**src/rtl/output_display_driver_if.sv**
```systemverilog
// Load/data request bus and seven-segment display outputs of output_display_driver.
interface output_display_driver_if #(
    parameter int unsigned DATA_WIDTH = 32,
    parameter int unsigned DIGITS     = 8
);
    logic                    load;
    logic [DATA_WIDTH-1:0]   datain;
    logic [7*DIGITS-1:0]     hex;
    logic                    busy;
    logic                    done;
    logic                    overflow;

    modport master (output load, datain, input hex, busy, done, overflow);
    modport slave  (input load, datain, output hex, busy, done, overflow);
endinterface

```
**src/rtl/output_display_driver.sv**
```systemverilog
// Binary-to-decimal seven-segment driver: sequential double-dabble conversion,
// one-deep pending buffer, leading-zero blanking and overflow dashes.
module output_display_driver #(
    parameter int unsigned DATA_WIDTH = 32,
    parameter int unsigned DIGITS     = 8,
    parameter bit          BLANK      = 1'b1
) (
    input  logic                     clock,
    input  logic                     reset,
    output_display_driver_if.slave   bus
);
    localparam int unsigned NIB   = DATA_WIDTH / 3 + 1;
    localparam int unsigned BCD_W = 4 * NIB;
    localparam int unsigned CNT_W = $clog2(DATA_WIDTH + 1);
    localparam int unsigned NMAX  = (NIB > DIGITS) ? NIB : DIGITS;
    localparam int unsigned EXT_W = 4 * NMAX;
    localparam int unsigned HEX_W = 7 * DIGITS;
    localparam logic [6:0]  SEG_DASH  = 7'b0111111;
    localparam logic [6:0]  SEG_BLANK = 7'b1111111;

    typedef enum logic [1:0] {IDLE, CONVERT, UPDATE} state_t;

    state_t                  state, state_n;
    logic [DATA_WIDTH-1:0]   shift_q, shift_n;
    logic [BCD_W-1:0]        bcd_q, bcd_n, adj;
    logic [CNT_W-1:0]        cnt_q, cnt_n;
    logic [DATA_WIDTH-1:0]   pend_q, pend_n;
    logic                    pendv_q, pendv_n;
    logic [HEX_W-1:0]        hex_q, hex_n, hex_c;
    logic                    ovf_q, ovf_n, ovf_c;
    logic                    busy_q, busy_n;
    logic                    done_q, done_n;
    logic [EXT_W-1:0]        bcd_ext;
    logic [3:0]              nib;
    logic                    seen;

    function automatic logic [6:0] seg7(input logic [3:0] n);
        case (n)
            4'd0:    return 7'b1000000;
            4'd1:    return 7'b1111001;
            4'd2:    return 7'b0100100;
            4'd3:    return 7'b0110000;
            4'd4:    return 7'b0011001;
            4'd5:    return 7'b0010010;
            4'd6:    return 7'b0000010;
            4'd7:    return 7'b1111000;
            4'd8:    return 7'b0000000;
            4'd9:    return 7'b0010000;
            default: return SEG_BLANK;
        endcase
    endfunction

    // Display image of the finished BCD value; scanned from the top so blanking
    // stops at the most significant non-zero digit.
    always_comb begin
        bcd_ext = EXT_W'(bcd_q);
        ovf_c   = 1'b0;
        seen    = 1'b0;
        nib     = 4'd0;
        hex_c   = '1;
        for (int unsigned i = DIGITS; i < NMAX; i++)
            ovf_c = ovf_c | (bcd_ext[4*i +: 4] != 4'd0);
        for (int k = int'(DIGITS) - 1; k >= 0; k--) begin
            nib  = bcd_ext[4*k +: 4];
            seen = seen | (nib != 4'd0) | (k == 0);
            if (ovf_c)
                hex_c[7*k +: 7] = SEG_DASH;
            else if (BLANK && !seen)
                hex_c[7*k +: 7] = SEG_BLANK;
            else
                hex_c[7*k +: 7] = seg7(nib);
        end
    end

    // Next-state and datapath
    always_comb begin
        state_n = state;
        shift_n = shift_q;
        bcd_n   = bcd_q;
        cnt_n   = cnt_q;
        pend_n  = pend_q;
        pendv_n = pendv_q;
        hex_n   = hex_q;
        ovf_n   = ovf_q;
        done_n  = 1'b0;
        adj     = bcd_q;
        for (int unsigned i = 0; i < NIB; i++)
            if (adj[4*i +: 4] >= 4'd5)
                adj[4*i +: 4] = adj[4*i +: 4] + 4'd3;

        case (state)
            IDLE: begin
                if (bus.load) begin
                    shift_n = bus.datain;
                    bcd_n   = '0;
                    cnt_n   = '0;
                    state_n = CONVERT;
                end
            end
            CONVERT: begin
                if (bus.load) begin
                    pend_n  = bus.datain;
                    pendv_n = 1'b1;
                end
                {bcd_n, shift_n} = {adj, shift_q} << 1;
                cnt_n = cnt_q + CNT_W'(1);
                if (cnt_q == CNT_W'(DATA_WIDTH - 1))
                    state_n = UPDATE;
            end
            UPDATE: begin
                hex_n  = hex_c;
                ovf_n  = ovf_c;
                done_n = 1'b1;
                // A load arriving on this very edge is the newest value, so it wins.
                if (bus.load || pendv_q) begin
                    shift_n = bus.load ? bus.datain : pend_q;
                    pendv_n = 1'b0;
                    bcd_n   = '0;
                    cnt_n   = '0;
                    state_n = CONVERT;
                end else begin
                    state_n = IDLE;
                end
            end
            default: state_n = IDLE;
        endcase
        busy_n = (state_n != IDLE);
    end

    always_ff @(posedge clock) begin
        if (reset) begin
            state   <= IDLE;
            shift_q <= '0;
            bcd_q   <= '0;
            cnt_q   <= '0;
            pend_q  <= '0;
            pendv_q <= 1'b0;
            hex_q   <= '1;
            ovf_q   <= 1'b0;
            busy_q  <= 1'b0;
            done_q  <= 1'b0;
        end else begin
            state   <= state_n;
            shift_q <= shift_n;
            bcd_q   <= bcd_n;
            cnt_q   <= cnt_n;
            pend_q  <= pend_n;
            pendv_q <= pendv_n;
            hex_q   <= hex_n;
            ovf_q   <= ovf_n;
            busy_q  <= busy_n;
            done_q  <= done_n;
        end
    end

    assign bus.hex      = hex_q;
    assign bus.overflow = ovf_q;
    assign bus.busy     = busy_q;
    assign bus.done     = done_q;
endmodule

```
**src/flat_wrapper.sv**
```systemverilog
// flat-port wrapper written by rule: the top's interface ports become plain ports
module output_display_driver_flat 
#(
    parameter int unsigned DATA_WIDTH = 32,
    parameter int unsigned DIGITS     = 8,
    parameter bit          BLANK      = 1'b1
)
  (clock, reset, bus_load, bus_datain, bus_hex, bus_busy, bus_done, bus_overflow);
  output_display_driver_if #(.DATA_WIDTH(DATA_WIDTH), .DIGITS(DIGITS)) bus_i ();
  input  logic clock;
  input  logic reset;
  input wire logic [$bits(bus_i.load)-1:0] bus_load;
  input wire logic [$bits(bus_i.datain)-1:0] bus_datain;
  output wire logic [$bits(bus_i.hex)-1:0] bus_hex;
  output wire logic [$bits(bus_i.busy)-1:0] bus_busy;
  output wire logic [$bits(bus_i.done)-1:0] bus_done;
  output wire logic [$bits(bus_i.overflow)-1:0] bus_overflow;
  assign bus_i.load = bus_load;
  assign bus_i.datain = bus_datain;
  assign bus_hex = bus_i.hex;
  assign bus_busy = bus_i.busy;
  assign bus_done = bus_i.done;
  assign bus_overflow = bus_i.overflow;
  output_display_driver #(.DATA_WIDTH(DATA_WIDTH), .DIGITS(DIGITS), .BLANK(BLANK)) u_core (.clock(clock), .reset(reset), .bus(bus_i));
endmodule
```
**config.mk**
```make
export PLATFORM = sky130hd
export DESIGN_NAME = output_display_driver_flat
export DESIGN_NICKNAME = d
export VERILOG_FILES = /design/src/rtl/output_display_driver_if.sv /design/src/rtl/output_display_driver.sv /design/src/flat_wrapper.sv
export SDC_FILE = /design/constraint.sdc
export NUM_CORES = 1
export LEC_CHECK = 0
export ABC_AREA = 1
export BUFFER_PORTS_ARGS = -buffer_cell sky130_fd_sc_hd__buf_2
export CORE_MARGIN = 2
export CORE_UTILIZATION = 35
export CTS_CLUSTER_DIAMETER = 120
export CTS_CLUSTER_SIZE = 14
export DETAILED_ROUTE_END_ITERATION = 6
export GPL_TIMING_DRIVEN = 0
export HOLD_SLACK_MARGIN = 0.02
export PLACE_DENSITY_LB_ADDON = 0.05
export SETUP_SLACK_MARGIN = 0.4
export SYNTH_ARGS = -nofsm -noshare
export SYNTH_HDL_FRONTEND = slang
export SYNTH_SLANG_ARGS = --single-unit
```
**constraint.sdc**
```tcl
create_clock -name clock -period 2.52 [get_ports clock]
set_input_delay 0.126 -clock clock [delete_from_list [all_inputs] [get_ports clock]]
set_output_delay 0.126 -clock clock [all_outputs]
set_load 0.03 [all_outputs]
```
# Word-level counts from Yosys, hierarchy flattened
# Memory sizes are Yosys's and may differ from the RTL's. A register that Yosys moved wholly into a read port is not among the register bits.
# Index checks and enable logic that the tools add are counted.
[word_totals]
out_inout_bits = 59
latchBits = 0
input_bits = 35
ram_bits = 0
rom_bits = 896
regBits = 176
elab_cells = 132
mem_count = 8
[classes]
n_mux = 60
n_mul = 0
magnitude_cmp = 11
bitwise_logic = 8
n_shift = 0
addsub = 12
n_reduce_logical = 17
div_mod_pow = 0
n_eq_ne = 6
[memory_table]
columns = ["memory", "words", "word_bits", "read_ports", "rd_clocked_by_memory_dff", "wr", "line_no", "text"]
rows = [
  ["(no name shown)", 16, 7, 1, 1, 0, "output_display_driver.sv:38", "case (n)"],
  ["(no name shown)", 16, 7, 1, 1, 0, "output_display_driver.sv:38", ""],
  ["(no name shown)", 16, 7, 1, 1, 0, "output_display_driver.sv:38", ""],
  ["(no name shown)", 16, 7, 1, 1, 0, "output_display_driver.sv:38", ""],
  ["(no name shown)", 16, 7, 1, 1, 0, "output_display_driver.sv:38", ""],
  ["(no name shown)", 16, 7, 1, 1, 0, "output_display_driver.sv:38", ""],
  ["+2 memories", "-", "-", "-", "-", "-", "-", ""],
]
[ops]
columns = ["operator", "n"]
rows = [
  ["$pmux 44 s3", 1],
  ["$mux 7", 15],
  ["$mux 4", 26],
  ["$mux 32", 3],
  ["$pmux 32 s3", 1],
  ["$mux 44", 2],
  ["$ge 4x3->1 const B", 11],
  ["$add 4x2->4 const B", 10],
  ["$reduce_bool 4->1", 10],
  ["$pmux 6 s3", 1],
  ["$mux 6", 2],
  ["$or 1x1->1", 8],
  ["$add 6x1->6 const B", 1],
  ["$eq 6x5->1 const B", 1],
  ["$pmux 2 s3", 1],
  ["$reduce_and 3->1", 2],
  ["$mux 1", 4],
  ["$mux 2", 2],
  ["$ne 2x2->1 const B", 2],
  ["$reduce_bool 2->1", 2],
  ["$add 3x2->3 const B", 1],
  ["$mux 3", 1],
  ["$reduce_bool 3->1", 1],
  ["$eq 2x1->1 const B", 1],
  ["other kinds (5)", 5],
]

# Longest topological paths before layout
# Gate-level depths: netlist of run 1.
[depth]
ltp_word = 9
ltp_mapped = 18
ltp_nobuf = 17

# Worst setup path after synthesis of run 1
# OpenSTA, ideal clock, no wires.
[synth_path]
path_kind = "register -> register"
from = "reg u_core.state[0]"
to = "reg with a tool-made name"
slack_ps = 203
arrival_time_ps = 2203
n_path_buf = 2
stages_incl_launch_ff = 19
required_ps = 2406
setup_ps = 114
cell_sequence = "dfxtp_1 -> inv_1 -> ha_1 -> buf_4 -> nor2_2 -> nor2_4 -> nand3_2 -> buf_4 -> nor2_1 -> nand2_1 -> nand2_1 -> inv_1 -> nor2_1 -> inv_1 -> ha_1 -> nand4_1 -> nand2_1 -> nand2_1 -> nand2_1"
[synth_lines]
columns = ["element", "line_no", "text"]
rows = [
  ["start, declared", "output_display_driver.sv:23", "state_t state, state_n;"],
  ["start signal, assigned", "output_display_driver.sv:143", "state <= state_n;"],
]

==> results of run 1 <==
## power by group through the flow
stage	registers (µW)	clock network (µW)	logic (µW)
2_1_floorplan	4090	0	1040
3_3_place_gp	4110	0	1460
3_5_place_dp	4110	0	1460
4_1_cts	4030	2980	1640
5_1_grt	4060	3100	1890
6_report	4030	2870	1680
## Yosys cell counts
cell type / instances / area share
nand2_1: 501 / 0.16
o21ai_2: 4 / 0.0029
buf_6: 3 / 0.0028
nand3_1: 119 / 0.050
buf_2: 18 / 0.0076
buf_4: 5 / 0.0032
a21oi_2: 1 / 0.00074
inv_2: 15 / 0.0047
inv_1: 191 / 0.060
or2_2: 6 / 0.0032
clkbuf_1: 47 / 0.015
or2_0: 1 / 0.00053
nand2_4: 1 / 0.00095
nand3_4: 2 / 0.0029
o221ai_1: 1 / 0.00074
o22ai_1: 18 / 0.0095
a41oi_1: 30 / 0.022
nor2_4: 5 / 0.0047
nor2_2: 4 / 0.0021
nor3_1: 15 / 0.0063
nand4_1: 44 / 0.023
inv_4: 1 / 0.00053
nor2_1: 54 / 0.017
o21ai_1: 13 / 0.0055
a211oi_1: 1 / 0.00063
nor3_4: 1 / 0.0014
nand3_2: 10 / 0.0084
nand3b_1: 1 / 0.00063
o211a_1: 1 / 0.00084
a221oi_1: 1 / 0.00074
nor2_8: 1 / 0.0017
nand2_2: 17 / 0.0089
a21oi_1: 85 / 0.036
xor2_1: 4 / 0.0029
a31oi_1: 1 / 0.00053
a22oi_1: 1 / 0.00063
buf_1: 7 / 0.0022
o211ai_1: 2 / 0.0013
o21ai_0: 140 / 0.059
dfxtp_1: 232 / 0.39
ha_1: 75 / 0.079
## path summary, 6_finish.rpt
check	start	endpoint	slack (ns)	depth (start not counted)
max	u_core.state[0]$_SDFF_PP0_	flop	0.16	18
min	reset	u_core.bcd_ext[14]$_SDFFE_PP0N_	0.24	5
max reg2reg	u_core.state[0]$_SDFF_PP0_	flop	0.16	18
min reg2reg	flop	u_core.bus.hex[6]$_SDFFE_PP1P_	0.43	2
## kinds of logic after synthesis
logic type / count (synthesis) / synth area share
compound gates: 299 / 0.141
flops: 232 / 0.391
buf+inv: 287 / 0.0962
simple gates: 782 / 0.290
fa+ha+maj: 75 / 0.0789
xor+xnor: 4 / 0.00295
## final cells by class
cell class / count / area [µm²]
Buffer: 80 / 473
Timing Repair Buffer: 192 / 1350
Fill cell: 3549 / 18400
Tap cell: 448 / 561
Sequential cell: 232 / 4650
Multi-Input combinational cell: 1160 / 6660
Clock buffer: 21 / 526
Inverter: 207 / 797
Clock inverter: 1 / 8.76
## per-stage QoR
| stage | util | TNS (ns) | power [µW] |
|---|---|---|---|
| 2_1_floorplan | - | 0 | 5130 |
| 3_3_place_gp | 0.391 | -4.48 | 5570 |
| 3_5_place_dp | 0.391 | -4.03 | 5570 |
| 4_1_cts | 0.440 | 0 | 8650 |
| 5_1_grt | 0.449 | 0 | 9040 |
| 6_report | 0.449 | 0 | 8580 |
## critical path, delay by kind of cell (launching register included)
| family | cells | cell delay [ns] |
|---|---|---|
| flip-flops | 1 | 0.38 |
| AND/OR/NAND/NOR | 11 | 0.98 |
| buffers and inverters | 5 | 0.47 |
| adder cells (fa/ha/maj) | 2 | 0.43 |
## routing by layer
metal	global-route usage	up-vias	wire length [µm]
li1	-	5885	-
met1	0.281	5335	17300
met2	0.347	250	16800
met3	0.0209	40	1590
met4	0.0427	0	763
met5	0	-	0
## repair_timing
item	4_1_cts	5_1_grt
pin swaps	45	26
hold buffers	32	0
setup buffers	52	14
resized for setup	118	70
cloned	1	0
setup endpoints to repair	135	183
hold endpoints to repair	62	0
==> results.sh, run 1 <==
export IMPL_synth_fp_nets=1789
export IMPL_detail_route_vias_per_cell=4.92
export IMPL_cpMostUsedCell="nor2_4"
export IMPL_fin_crit_ns=2.36
export IMPL_status="complete, no violations"
export IMPL_syn_avg_cell_area_um2=7.08
export IMPL_rsz0062_at_grt="true"
export IMPL_final_common_cell="nand2_1"
export IMPL_fmax_ghz=0.424
export IMPL_drt_first_pass_iters=5
export IMPL_insertedDiodeCount=0
export IMPL_worstMarginPinSlew_ns=0.990
export IMPL_crit_fanout=5
export IMPL_finalCritPeriodShare=0.935
export IMPL_switchingPower_uw=2600
export IMPL_grt_pass1_vias=10800
export IMPL_finalNonFillerCells=2341
export IMPL_worst_ep_arrival_time_ns=2.76
export IMPL_core_area_um2=33400
export IMPL_clk_latency_ns=0.51
export IMPL_grt_max_degree=15
export IMPL_maxCapViolCount=0
export IMPL_dieArea_um2=35500
export IMPL_cts_max_level=1
export IMPL_hold_viol=0
export IMPL_ys_seq_area_frac=0.391
export IMPL_combPwrFrac=0.196
export IMPL_switching_share=0.303
export IMPL_layout_setup_ws_ns=0.163
export IMPL_cts_root_buf="clkbuf_16"
export IMPL_critPathMaxStageDelay_ns=0.38
export IMPL_hold_class="input port to flop"
export IMPL_setup_viol_count_final=0
export IMPL_power_density_nw_per_um2=571
export IMPL_start_util=0.355
export IMPL_die_w_um=188
export IMPL_clkPwrFrac=0.334
export IMPL_grt_pass1_wl_um=58200
export IMPL_place_area_um2=13100
export IMPL_die_h_um=188
export IMPL_num_vias=11500
export IMPL_antenna_found_initial=0
export IMPL_irDropWorstVdd_mv=0.434
export IMPL_fin_hold_ws_ns=0.243
export IMPL_clock_sinks=232
export IMPL_cts_tree="built"
export IMPL_path_class="flop to flop"
export IMPL_track_usage=0.204
export IMPL_clock_skew_final_ns=0.0113
export IMPL_cp_end_kind="flop"
export IMPL_max_slew_margin=0.340
export IMPL_numCtsBuffers=20
export IMPL_netlist_area_um2=11900
export IMPL_overflow=0
export IMPL_intPower_uw=5980
export IMPL_netlist_instances=1679
export IMPL_yosys_warnings=0
export IMPL_cts_path_max_buffers=3
export IMPL_place_inst=2220
export IMPL_layout_drive_gt1_share=0.219
export IMPL_crit_chain="inv_4 > ha_4 > buf_8 > nor2_4 > nor2_4 > nand3_4 > buf_12 > nor2_4 > nand2_2 > nand2_2 > inv_2 > nor2_4 > inv_2 > ha_2 > nand4_1 > nand2_1 > nand2_1 > nand2_1"
export IMPL_portBuffers=93
export IMPL_seqPwrFrac=0.470
export IMPL_dpl_worst_slack_ns=-0.263
export IMPL_gp_congestion=0.864
export IMPL_area_growth_pct=26.4
export IMPL_cp_slowest_cell="dfxtp_4"
export IMPL_antenna_left=0
export IMPL_num_nets_final=2003
export IMPL_drv_slew=0
export IMPL_wirelength_um=36400
export IMPL_hpwl_um=25300
export IMPL_critPathRequiredTime_ns=2.92
export IMPL_wire_per_inst_um=15.5
export IMPL_cp_start_kind="flop"
export IMPL_drc=0
export IMPL_ys_ff_latch=232
export IMPL_boundaryPins=94
export IMPL_fin_area_um2=15000
export IMPL_path_clk_slew_ns=0.07
export IMPL_drtIter0Drc=739
export IMPL_power_leakage_uw=0.00702
export IMPL_layout_common_cells="nand2_1 (453), dfxtp_1 (228), inv_1 (162), o21ai_0 (139), nand3_1 (113)"
export IMPL_row_count=67
export IMPL_ys_types=41
Power figures use the tool's default switching activity.
==> inputs of run 2 (changes only) <==
--- a/config.mk
+++ b/config.mk
@@ -15,6 +15,7 @@
 export GPL_TIMING_DRIVEN = 0
 export HOLD_SLACK_MARGIN = 0.02
 export PLACE_DENSITY_LB_ADDON = 0.05
+export RECOVER_POWER = 25
 export SETUP_SLACK_MARGIN = 0.4
 export SYNTH_ARGS = -nofsm -noshare
 export SYNTH_HDL_FRONTEND = slang
==> run 2 against run 1 <==
  * Setup slack improved by 0.0052 ns
  * Hold slack got worse by 0.0045 ns
  * Largest power group unchanged
  * Cell count did not move
  * Routed wire length increased by 0.45%
  * Sequential share of layout area rose by 0.15 points
  * Combinational power hardly changed
  * Power is essentially flat
  * Clock skew increased by 0.00055 ns
  * Fmax up 0.22%
==> results.sh, run 2 (synthesis gave the netlist of run 1 again) <==
export IMPL_num_nets_final=2003
export IMPL_power_leakage_uw=0.00695
export IMPL_gp_congestion=0.864
export IMPL_clk_latency_ns=0.51
export IMPL_irDropWorstVdd_mv=0.433
export IMPL_met1_length_um=17500
export IMPL_cts_tree="built"
export IMPL_critPathRequiredTime_ns=2.92
export IMPL_r2r_slack_ns=0.17
export IMPL_clock_skew_final_ns=0.0118
export IMPL_min_to="u_core.bcd_ext[14]$_SDFFE_PP0N_"
export IMPL_finalCritPeriodShare=0.933
export IMPL_cts_max_level=1
export IMPL_drc=0
export IMPL_met3WireLength_um=1480
export IMPL_track_usage=0.204
export IMPL_grt_pass1_wl_um=58200
export IMPL_antenna_found_initial=0
export IMPL_wire_per_inst_um=15.6
export IMPL_numCtsBuffers=20
export IMPL_path_clk_slew_ns=0.07
export IMPL_nFillCells=3578
export IMPL_start_util=0.355
export IMPL_hold_class="input port to flop"
export IMPL_power_density_nw_per_um2=575
export IMPL_maxCapViolCount=0
export IMPL_overflow=0
export IMPL_hpwl_um=25300
export IMPL_drv_slew=0
export IMPL_insertedDiodeCount=0
export IMPL_worst_ep_arrival_time_ns=2.76
export IMPL_antenna_left=0
export IMPL_final_common_cell="nand2_1"
export IMPL_worstHoldStart="reset"
export IMPL_fin_hold_ws_ns=0.239
export IMPL_die_h_um=188
export IMPL_fmax_ghz=0.425
export IMPL_ff_latch_area_um2=4650
export IMPL_layout_setup_ws_ns=0.169
export IMPL_worstHoldPathCells=5
export IMPL_fin_crit_ns=2.35
export IMPL_dpl_worst_slack_ns=-0.263
export IMPL_boundaryPins=94
export IMPL_status="complete, no violations"
export IMPL_dieArea_um2=35500
export IMPL_rsz0062_at_grt="true"
export IMPL_detail_route_vias_per_cell=4.91
export IMPL_cp_end_kind="flop"
export IMPL_worstMarginPinSlew_ns=1.03
export IMPL_top_layer_used="met4"
export IMPL_cts_path_max_buffers=3
export IMPL_area_growth_pct=25.7
export IMPL_grt_pass1_vias=10800
export IMPL_max_slew_margin=0.315
export IMPL_cts_root_buf="clkbuf_16"
export IMPL_drt_first_pass_iters=5
export IMPL_layout_common_cells="nand2_1 (453), dfxtp_1 (229), inv_1 (162), o21ai_0 (139), nand3_1 (113)"
export IMPL_crit_fanout=5
export IMPL_num_vias=11500
export IMPL_r2r_start="u_core.state[1]$_SDFF_PP0_"
export IMPL_wl_met2_um=16800
export IMPL_grt_max_degree=15
export IMPL_worstRegToRegCells=18
export IMPL_hold_viol=0
export IMPL_drtIter0Drc=730
export IMPL_path_class="flop to flop"
export IMPL_cp_start_kind="flop"
export IMPL_multi_input_area_um2=6660
export IMPL_tns_ns=0
export IMPL_layout_drive_gt1_share=0.186
export IMPL_wirelength_um=36600
export IMPL_die_w_um=188
export IMPL_core_area_um2=33400
export IMPL_portBuffers=93
export IMPL_row_count=67
export IMPL_setup_viol_count_final=0
export IMPL_clock_sinks=232
run 2: changes by cell type in the layout (fill, tap and decap cells not counted), sizes merged:
cell | previous run | this run
clkbuf | 71 | 130
buf | 189 | 130
run 2: stage by stage:
step	instances	total power, µW	util	cell area (µm²)
floorplan	1679	5130	-	12000
global placement	2220	5570	0.391	13100
detailed placement	2220	5570	0.391	13100
CTS	2327	8650	0.440	14700
global route	2341	9040	0.447	14900
finish	2341	8590	0.447	14900
run 2: timing repair:
action | in CTS | in global routing
setup buffers | 52 | 14
endpoints found under the hold margin | 62 | 0
endpoints found under the setup margin | 135 | 183
hold buffers | 32 | 0
resized for setup | 118 | 70
pin swaps | 45 | 26
gates cloned | 1 | 0
run 2: report_power, final:
group          internal (µW)  switching [µW]  leakage (µW)
logic                    580            1100       0.00479
registers               3930             104       0.00190
clock network           1470            1400      0.000263
total                   5980            2610       0.00695
run 2: worst max-delay path, stage by stage (launching register included):
cell	delay (ns)
dfxtp_1	0.35
inv_2	0.06
ha_4	0.26
buf_8	0.09
nor2_4	0.03
nor2_4	0.14
nand3_4	0.18
buf_12	0.20
nor2_4	0.08
nand2_2	0.06
nand2_2	0.08
inv_2	0.05
nor2_4	0.14
inv_2	0.09
ha_2	0.18
nand4_1	0.09
nand2_1	0.06
nand2_1	0.05
nand2_1	0.05
run 2: how the worst max path moves through the flow:
stage | start | to | slack, ns | depth (start not counted)
2_1_floorplan | u_core.state[0]$_SDFF_PP0_ | flop | 0.36 | 18
3_3_place_gp | reset | flop | -0.29 | 11
3_5_place_dp | reset | flop | -0.26 | 11
4_1_cts | u_core.state[0]$_SDFF_PP0_ | flop | 0.18 | 18
5_1_grt | u_core.state[1]$_SDFF_PP0_ | flop | 0.04 | 18
6_report | u_core.state[1]$_SDFF_PP0_ | flop | 0.17 | 18
run 2: per-layer routing:
layer | GRT usage | up-vias
met5 | 0 | -
met4 | 0.0427 | 0
met1 | 0.281 | 5340
met3 | 0.0209 | 38
met2 | 0.347 | 234
li1 | - | 5885
run 2: cell type report:
type	instances	share of cell area
Tap cell	448	0.0375
Sequential cell	232	0.311
Clock buffer	21	0.0352
Clock inverter	1	0.000586
Buffer	80	0.0316
Timing Repair Buffer	192	0.0852
Multi-Input combinational cell	1160	0.445
Inverter	207	0.0533
